==> src/rtl/map_store.sv <==
// map_store: dual-buffered wall map with a serial edit port.
// The tracer reads the active plane combinationally; serial frames edit a
// shadow plane, which is copied to the active plane on each vsync rising edge.
// Optional feature macro: MAP_BORDER_EN (force the map border to read as wall).
module map_store #(
    parameter int MAP_WIDTH_BITS  = 4,
    parameter int MAP_HEIGHT_BITS = 4
) (
    input  logic                       clk,
    input  logic                       reset_n,
    input  logic                       vsync,
    input  logic [MAP_WIDTH_BITS-1:0]  i_map_col,
    input  logic [MAP_HEIGHT_BITS-1:0] i_map_row,
    output logic                       o_map_val,
    input  logic                       spi_sclk,
    input  logic                       spi_mosi,
    input  logic                       spi_csb,
    output logic                       o_pending
);
    localparam int IDX_BITS   = MAP_WIDTH_BITS + MAP_HEIGHT_BITS;
    localparam int CELLS      = 1 << IDX_BITS;
    localparam int FRAME_BITS = 2 + IDX_BITS;
    localparam int CNT_BITS   = $clog2(FRAME_BITS + 1);

    logic [2:0]            sclk_s;
    logic [1:0]            mosi_s;
    logic [1:0]            csb_s;
    logic                  sclk_rise;
    logic [CNT_BITS-1:0]   bit_cnt;
    logic [FRAME_BITS-2:0] shift_q;
    logic [FRAME_BITS-1:0] frame_word;
    logic                  edit_fire;
    logic                  edit_op;
    logic                  edit_val;
    logic [IDX_BITS-1:0]   edit_idx;
    logic [CELLS-1:0]      active;
    logic [CELLS-1:0]      shadow;
    logic [CELLS-1:0]      shadow_next;
    logic                  vsync_q;
    logic                  commit;
    logic                  raw_val;

    // Bring the serial pins into the clk domain; sclk gets a third stage for edge detect.
    always_ff @(posedge clk) begin
        if (!reset_n) begin
            sclk_s <= 3'b000;
            mosi_s <= 2'b00;
            csb_s  <= 2'b11;
        end else begin
            sclk_s <= {sclk_s[1:0], spi_sclk};
            mosi_s <= {mosi_s[0], spi_mosi};
            csb_s  <= {csb_s[0], spi_csb};
        end
    end

    assign sclk_rise  = sclk_s[1] & ~sclk_s[2];
    assign frame_word = {shift_q, mosi_s[1]};
    assign edit_fire  = sclk_rise & ~csb_s[1] & (bit_cnt == CNT_BITS'(FRAME_BITS - 1));
    assign edit_op    = frame_word[FRAME_BITS-1];
    assign edit_val   = frame_word[FRAME_BITS-2];
    assign edit_idx   = frame_word[IDX_BITS-1:0];

    // Shift in frame bits MSB first; the counter saturates at a full frame so
    // extra bits are ignored, and clears while chip select is idle.
    always_ff @(posedge clk) begin
        if (!reset_n) begin
            bit_cnt <= '0;
            shift_q <= '0;
        end else if (csb_s[1]) begin
            bit_cnt <= '0;
        end else if (sclk_rise && (bit_cnt != CNT_BITS'(FRAME_BITS))) begin
            shift_q <= frame_word[FRAME_BITS-2:0];
            bit_cnt <= bit_cnt + CNT_BITS'(1);
        end
    end

    // Shadow including this cycle's edit, so a commit in the same cycle carries it.
    always_comb begin
        shadow_next = shadow;
        if (edit_fire) begin
            if (edit_op) begin
                shadow_next = {CELLS{edit_val}};
            end else begin
                shadow_next[edit_idx] = edit_val;
            end
        end
    end

    assign commit = vsync & ~vsync_q;

    // Plane storage, vsync edge detect and the pending flag.
    always_ff @(posedge clk) begin
        if (!reset_n) begin
            active    <= '0;
            shadow    <= '0;
            vsync_q   <= 1'b0;
            o_pending <= 1'b0;
        end else begin
            shadow  <= shadow_next;
            vsync_q <= vsync;
            if (commit) begin
                active    <= shadow_next;
                o_pending <= 1'b0;
            end else if (edit_fire) begin
                o_pending <= 1'b1;
            end
        end
    end

    assign raw_val = active[{i_map_row, i_map_col}];

`ifdef MAP_BORDER_EN
    // Border cells always read as wall so every ray terminates.
    always_comb begin
        o_map_val = raw_val;
        if ((i_map_col == '0) || (i_map_col == '1) ||
            (i_map_row == '0) || (i_map_row == '1)) begin
            o_map_val = 1'b1;
        end
    end
`else
    assign o_map_val = raw_val;
`endif

endmodule
==> config.mk <==
export PLATFORM = sky130hd
export DESIGN_NAME = map_store
export DESIGN_NICKNAME = d
export VERILOG_FILES = /design/src/rtl/map_store.sv
export SDC_FILE = /design/constraint.sdc
export NUM_CORES = 1
export LEC_CHECK = 0
export BUFFER_PORTS_ARGS = -buffer_cell sky130_fd_sc_hd__buf_2
export CAP_MARGIN = 25
export CORE_MARGIN = 3
export CORE_UTILIZATION = 45
export DETAILED_ROUTE_END_ITERATION = 10
export GPL_ROUTABILITY_DRIVEN = 0
export SLEW_MARGIN = 15
export SYNTH_ARGS = -nofsm -noshare
export SYNTH_HDL_FRONTEND = slang
export SYNTH_SLANG_ARGS = --single-unit
==> constraint.sdc <==
create_clock -name clk -period 4.7 [get_ports clk]
set_input_delay 0.235 -clock clk [delete_from_list [all_inputs] [get_ports clk]]
set_output_delay 0.235 -clock clk [all_outputs]
set_load 0.005 [all_outputs]
# Word-level counts from Yosys, hierarchy flattened
# Cells that the tools add are included.
[classes]
eq_ne = 2
addsub = 1
bitwise = 8
muxes = 7
reduce_logical = 5
n_lt_le_gt_ge = 3
[ops]
columns = ["cell", "count"]
rows = [
  ["2-to-1 mux 256 bit", 2],
  ["bitwise mux 256 bit", 1],
  ["< comparator 8 x 9 -> 1 bit, second input constant", 2],
  ["binary-select mux 1 bit (select 8 bit)", 1],
  ["demux 1 bit (select 8 bit)", 1],
  ["greater-or-equal comparator 8 x 1 -> 1 bit, second input constant", 1],
  ["adder 4 x 1 -> 4 bit, second input constant", 1],
  ["AND 1 bit", 4],
  ["== test 4 bit, second input constant", 1],
  ["inequality test 4 bit, second input constant", 1],
  ["NOT 1 bit", 4],
  ["OR reduction 2 bit", 2],
  ["logical AND 1 bit", 2],
  ["2-to-1 mux 1 bit", 2],
  ["AND reduction 2 bit", 1],
]
[word_totals]
inputBits = 14
register_bits = 534
out_inout_bits = 2

# Depth between registers and ports, before layout
# Gate-level depths: netlist (run 1).
[depth]
word_depth = 7
depth_mapped = 11
depth_no_buf = 7

# Least setup slack after synthesis (run 1)
# OpenSTA, ideal clock, no wires.
[synth_timing]
path_type = "input -> output"
start = "input i_map_col[0]"
end = "output o_map_val"
n_path_buf = 4
arrival_ns = 1.885
path_stages = 11
setup_slack_ns = 2.580
cell_sequence = "buf_2 buf_6 buf_6 buf_6 mux2i_1 o22ai_1 nor4_1 o41ai_1 a31oi_1 nand2_1 o22a_1"
[synth_via]
elab_chain_cells = 2
[synth_rtl]
columns = ["item", "line_no", "text"]
rows = [
  ["start: declaration", "12", "input logic [MAP_WIDTH_BITS-1:0] i_map_col,"],
  ["binary-select mux 1 bit (select 8 bit)", "110", "assign raw_val = active[{i_map_row, i_map_col}];"],
  ["2-to-1 mux 1 bit (not written as such)", "110", ""],
  ["end: declaration", "14", "output logic o_map_val,"],
]
# Every way passes these cells. The select of a mux whose other input is x is not followed.

# Worst setup path after layout (run 1)
[layout_timing]
start = "input i_map_col[1]"
end = "output o_map_val"
# The elaborated chain is that of the path after synthesis.

==> out/summary.txt, run 1 <==
worst-margin pin slew: 1.132 ns
Syn Area/Cell: 8.752 um2
core area: 50480 um2
Syn Nets: 2662
routed vias/inst: 5.631
fmax: 0.3184 GHz
Tmin final: 3.141 ns
Synth Instances: 2645
Via Count: 18.17k
initial antenna violation count: 0
DRT iter0 DRCs: 1456
Layout area overhead: 10.78%
Post-Place Setup Slack: 1.563 ns
commonest non-fill, non-tap cell in the layout: nor2_1
CTS buffer count: 57
Top cell by count, worst path: buf_4
switching portion of total power: 23.23%
Crit-path slowest cell: buf_4
RSZ-0062 raised after global routing: no
Min-Delay Path Class: reg -> reg
crit-path max FO: 34
chip height: 232.8 um
Setup WS post-layout: 1.559 ns
asr flop ratio synth: 0%
Final Skew: 0.02092 ns
hold path endpoint: csb_s[1]
CTS tree: built
final antenna-violating net count: 0
hold_sp: csb_s[0]
Hold Slack: 0.4040 ns
# setup viols final: 0
GRT overflow: 0
layout cells sized above 1: 8.767%
Detailed Route WL: 62.06 mm
Fin. Hold Viols: 0
post-synthesis sequential area ratio: 46.18%
DR WL/cell: 19.23 um
CTS root buffer: clkbuf_16
crit path cell chain: buf_4 -> buf_4 -> mux2i_1 -> o22ai_1 -> nor4_1 -> o41ai_1 -> nand4b_1 -> nand4_1 -> o22a_1 -> buf_2
required time of the critical path: 4.47 ns
post-synthesis register bit count: 534
clock network fraction of total power: 47.6%
Sequential Power Share: 46.8%
Reg clk slew, reported paths: 0.06 ns
crit-path max cell delay: 0.52 ns
internal power: 7.811 mW
Die Footprint: 54200 um2
EDFF count, synth: 0
max_cap viols: 0
Synth Warn #: 0
setup TNS: 0 ns
Logic pwr share: 5.6%
vias in the first global route: 16.83k
hold depth: 1
R2R depth: 7
largest net degree at the start of global routing: 226
FF-to-FF End: active[74]
clk sink count: 534
status: complete, no violations
Total GRT Usage: 22.55%
Crit. Startpoint: i_map_col[1]
Detailed Place HPWL: 34.83 mm
cell area after layout: 25650 um2
Rows: 82
crit end category: primary output
# Post-CTS Setup Buffers: 0
reg-to-reg startpoint: shift_q[2]
Initial Util: 45.86%
most frequent cells in the layout: nor2_1 (807), dfxtp_1 (532), mux2i_1 (328)
net load switching power: 2.364 mW
port bufs: 15
Die X: 232.8 um
NumNets Final: 2524
H-tree levels: 2
Critical Path Start Type: input port
max-slew violation count: 0
ANT cells: 0
I/O pin count: 16
Arrival @ worst endpoint: 2.91 ns
first-pass GRT wire length: 98.10 mm
relative slew slack: 24.57%
critical path class: in -> out
period utilization: 66.83%
Synth cell types: 45
Power Density: 396.7 nW/um2
Clk Latency, worst-skew pair: 0.63 ns
Syn Std Cell Area: 23150 um2
r2r setup slk: 1.96 ns
Peak VDD IR: 0.2849 mV
# DRC: 0
Post-DP Area: 23500 um2
leakage: 8.317 nW
CTS Buffer Depth: 3
Detailed Routing Iterations Pass 1: 7
Synth Flop Type: dfxtp_1
==> worst max-delay path by stage <==
stage,endpoint,slack (ns),cells past startpoint
after detailed placement,o_map_val,1.56,10
after floorplan,o_map_val,2.58,11
after global placement,o_map_val,1.55,10
final,o_map_val,1.56,10
after global routing,o_map_val,1.37,10
after CTS,o_map_val,1.51,8
==> synth_stat cells (2+ instances only) <==
cell type  number  area [um2]
buf_6           4       45.04
a21oi_1       257        1286
clkbuf_1      183       686.9
nor2_2          6       37.54
nor4b_1         3       26.28
mux4_2         31       698.2
dfxtp_1       534       10690
mux2i_1       328        3283
buf_1          28       105.1
a211oi_1      265        1989
o41ai_1         3       26.28
nor3_2         12       120.1
nor2_1        811        3044
nor4_1          5       31.28
ha_1            3       37.54
o22ai_1        25       156.4
nand4b_1        2       17.52
buf_2          50       250.2
nor2b_1        14       87.58
a21boi_0        2       15.01
inv_1           3       11.26
nand2_1         8       30.03
nor4_2          2       25.02
xor2_1          2       17.52
nand3b_1        4       30.03
nand2b_1       15       93.84
and2_1          6       37.54
nand3_1         5       25.02
a221oi_1        6       52.55
buf_4           5       37.54
o21ai_0         6       30.03
nand4_1         4       25.02
==> area by class of cell <==
type / instances / area [um2]
fillers: 4756 / 24830
multi-input cells: 1837 / 11350
flip-flops and latches: 534 / 10700
repair buffers: 73 / 690.7
well taps: 672 / 840.8
clock buffers: 79 / 1670
inverters: 4 / 22.52
clock inverters: 28 / 377.9
==> registers in the layout, indices dropped and copies added (netlist names) <==
signal,count
active,256
shadow,256
shift_q,9
bit_cnt,4
sclk_s,3
csb_s,2
mosi_s,2
o_pending,1
vsync_q,1
==> worst max-delay path: cells and delay by family <==
kind | cells | cell delay [ns]
AO/OA/AOI/OAI | 3 | 0.59
buffers and inverters | 3 | 1.09
multiplexers | 1 | 0.24
AND/OR/NAND/NOR | 3 | 0.71
==> repair_timing <==
item / 4_1_cts / 5_1_grt
hold buffers: 9 / 0
endpoints found under the hold margin: 7 / 0
resized for setup: 0 / 0
==> kinds of logic after synthesis <==
family	after synthesis	share of synthesized area [%]
multiplexers	359	17.20
buffers and inverters	274	4.924
AND/OR/NAND/NOR	900	15.78
adder cells (fa/ha/maj)	3	0.1622
flip-flops	534	46.18
XOR/XNOR	3	0.1135
AO/OA/AOI/OAI	572	15.65
==> power groups by stage <==
stage | registers, mW | clock network, mW | logic (mW)
after floorplan | 4.82 | 0 | 0.448
after global placement | 4.86 | 0 | 0.549
after detailed placement | 4.86 | 0 | 0.564
after CTS | 4.76 | 4.92 | 0.571
after global routing | 4.77 | 5.12 | 0.636
final | 4.76 | 4.84 | 0.573
==> routing by layer <==
| metal | track usage, % | share of wire (%) | vias to the layer above |
|---|---|---|---|
| met5 | 0 | 0 | - |
| met4 | 6.120 | 2.4 | 0 |
| met3 | 3.404 | 4.7 | 107 |
| met2 | 35.36 | 45 | 370 |
| met1 | 32.35 | 48 | 8791 |
| li1 | - | - | 8902 |
==> metrics by stage <==
| stage | util [%] | instances | total power [mW] |
|---|---|---|---|
| 3_5_place_dp | 46.55 | 3110 | 5.421 |
| 4_1_cts | 50.78 | 3226 | 10.25 |
| 3_3_place_gp | 46.44 | 3106 | 5.408 |
| 5_1_grt | 50.81 | 3227 | 10.52 |
| 2_1_floorplan | - | 2645 | 5.265 |
| 6_report | 50.81 | 3227 | 10.17 |
(Power assumes the default switching activity.)
==> run 2: changes to the inputs <==
Clock period 4.7 ns to 2.5 ns, I/O delays scaled along.
==> run 2 against run 1 <==
Effect of this change:
- the flow now finishes with violations (negative setup slack)
- total power rose by 79%
- clock skew rose by 0.0015 ns
- count of clock-buffer cells in the layout rose by 5
==> out/summary.txt, run 2 (synthesis results as in run 1) <==
status: finished, violations left (was complete, no violations)
failing checks: negative setup slack
reg-to-reg startpoint: shift_q[0] (was shift_q[2])
max-slew violation count: 0 (unchanged)
hold_sp: reset_n (was csb_s[0])
Peak VDD IR: 0.5963 mV (was 0.2849 mV)
crit path cell chain: mux4_2 -> o21ai_2 -> nor4b_4 -> a311o_1 -> nand4_1 -> o22a_1 -> buf_2 (was buf_4 -> buf_4 -> mux2i_1 -> o22ai_1 -> nor4_1 -> o41ai_1 -> nand4b_1 -> nand4_1 -> o22a_1 -> buf_2)
crit end category: primary output (unchanged)
DR WL/cell: 19.42 um (was 19.23 um)
core area: 50480 um2 (unchanged)
Clk Latency, worst-skew pair: 0.61 ns (was 0.63 ns)
Detailed Routing Iterations Pass 1: 5 (was 7)
I/O pin count: 16 (unchanged)
hold path endpoint: csb_s[1] (unchanged)
Tmin final: 2.782 ns
fillers: 4687 (was 4756)
Via Count: 18.40k (was 18.17k)
Rows: 82 (unchanged)
H-tree levels: 2 (unchanged)
chip height: 232.8 um (unchanged)
r2r setup slk: 0.23 ns (was 1.96 ns)
relative slew slack: 51.11% (was 24.57%)
largest net degree at the start of global routing: 136 (was 226)
CTS root buffer: clkbuf_16 (unchanged)
Final Power: 18.24 mW (was 10.17 mW)
# Post-CTS Setup Buffers: 0 (unchanged)
port bufs: 15 (unchanged)
biggest regs: active x256, shadow x256, shift_q x9 (unchanged)
Min-Delay Path Class: in -> reg (was reg -> reg)
Die Footprint: 54200 um2 (unchanged)
routed vias/inst: 5.607 (was 5.631)
Worst Path Buf+Inv: 1 (was 3)
CTS buffer count: 55 (was 57)
hold depth: 3 (was 1)
Total GRT Usage: 23.41% (was 22.55%)
period utilization: 111.3%
first-pass GRT wire length: 101.5 mm (was 98.10 mm)
Detailed Place HPWL: 38.25 mm (was 34.83 mm)
ANT cells: 0 (unchanged)
Setup WS post-layout: -0.2819 ns (was 1.559 ns)
Fin. Hold Viols: 0 (unchanged)
crit-path max cell delay: 0.47 ns (was 0.52 ns)
Arrival @ worst endpoint: 2.66 ns (was 2.91 ns)
Reg clk slew, reported paths: 0.06 ns (about the same)
R2R depth: 7 (unchanged)
NumNets Final: 2585 (was 2524)
initial antenna violation count: 0 (unchanged)
Die X: 232.8 um (unchanged)
leakage: 8.579 nW (was 8.317 nW)
CTS Buffer Depth: 3 (unchanged)
DRT iter0 DRCs: 1573 (was 1456)
final antenna-violating net count: 0 (unchanged)
Post-DP Area: 24180 um2 (was 23500 um2)
Crit. Startpoint: active[26] (was i_map_col[1])
crit-path max FO: 2 (was 34)
Layout area overhead: 12.71% (was 10.78%)
CTS tree: built (unchanged)
GRT overflow: 0 (unchanged)
Crit-path slowest cell: mux4_2 (was buf_4)
max_cap viols: 0 (unchanged)
most frequent cells in the layout: nor2_1 (811), dfxtp_1 (531), mux2i_1 (328) (was nor2_1 (807), dfxtp_1 (532), mux2i_1 (328))
vias in the first global route: 17.36k (was 16.83k)
required time of the critical path: 2.38 ns (was 4.47 ns)
cell area after layout: 26090 um2 (was 25650 um2)
Detailed Route WL: 63.73 mm (was 62.06 mm)
RSZ-0062 raised after global routing: yes (was no)
commonest non-fill, non-tap cell in the layout: nor2_1 (unchanged)
Power Density: 699.0 nW/um2 (was 396.7 nW/um2)
fmax: 0.3595 GHz
Final Skew: 0.02238 ns (was 0.02092 ns)
Initial Util: 45.86% (unchanged)
critical path class: reg -> out (was in -> out)
FF-to-FF End: active[30] (was active[74])
# DRC: 0 (unchanged)
layout cells sized above 1: 10.54% (was 8.767%)
# setup viols final: 1 (was 0)
worst-margin pin slew: 0.7334 ns (was 1.132 ns)
clk sink count: 534 (unchanged)
Top delay family on crit path: compound AO/OA/AOI/OAI gates (was buffers and inverters)
Critical Path Start Type: register (was input port)
-- run 2: changes by cell type in the layout (fill, tap and decap cells not counted), moves of 2 or more --
cell and change:
clkinv_2 -5, buf_4 +47, o21ai_1 +2, bufinv_16 -7
buf_6 -2, nor2_2 -4, clkbuf_1 +7, buf_12 +19
nor2_1 +4, o21ai_0 -3
-- run 2: area by class of cell --
type	count	area (um2)	share of cell area, %
Clock buffer	84	1658	6.354
Clock inverter	15	122.6	0.4699
Inverter	4	22.52	0.08631
Multi-Input combinational cell	1837	11380	43.60
Sequential cell	534	10700	41.00
Tap cell	672	840.8	3.222
Timing Repair Buffer	136	1374	5.265
-- run 2: per-stage QoR --
step,hold slack (ns),cells,setup slack (ns),setup TNS (ns),util (%)
2_1_floorplan,0.2265,2645,0.6002,0,-
3_3_place_gp,0.3056,3174,0.03983,0,47.90
3_5_place_dp,0.3213,3174,0.04928,0,47.90
4_1_cts,0.3483,3282,-0.2211,-0.2211,51.67
5_1_grt,0.3940,3282,-0.2552,-0.2552,51.69
6_report,0.3795,3282,-0.2819,-0.2819,51.69
-- run 2: metal layers --
layer / share of wire (%) / track usage, %
met1: 47 / 33.85
met2: 45 / 36.19
met3: 5.0 / 3.318
met4: 2.3 / 7.102
met5: 0 / 0
-- run 2: repair_timing --
item | 4_1_cts | 5_1_grt
hold buffers | 9 | 0
gates resized for setup | 9 | 3
endpoints found under the hold margin | 12 | 0
setup endpoints to repair | 1 | 1
pin swaps | 2 | 3
-- run 2: tightest hold or removal path, delay by kind of cell --
kind	cells	cell delay, ns
buf+inv	2	0.73
simple gates	1	0.09
-- run 2: power breakdown --
part           internal (mW)  total [mW]  switching, mW
combinational          0.471        1.16          0.688
clock                   4.66        8.12           3.46
sequential              8.78        8.96          0.185
total                   13.9        18.2           4.33
-- run 2: how the worst max path moves through the flow --
stage | endpoint | cells after the start
final | o_map_val | 7
after global placement | o_map_val | 10
after detailed placement | o_map_val | 9
after floorplan | o_map_val | 11
after global routing | o_map_val | 7
after CTS | o_map_val | 7
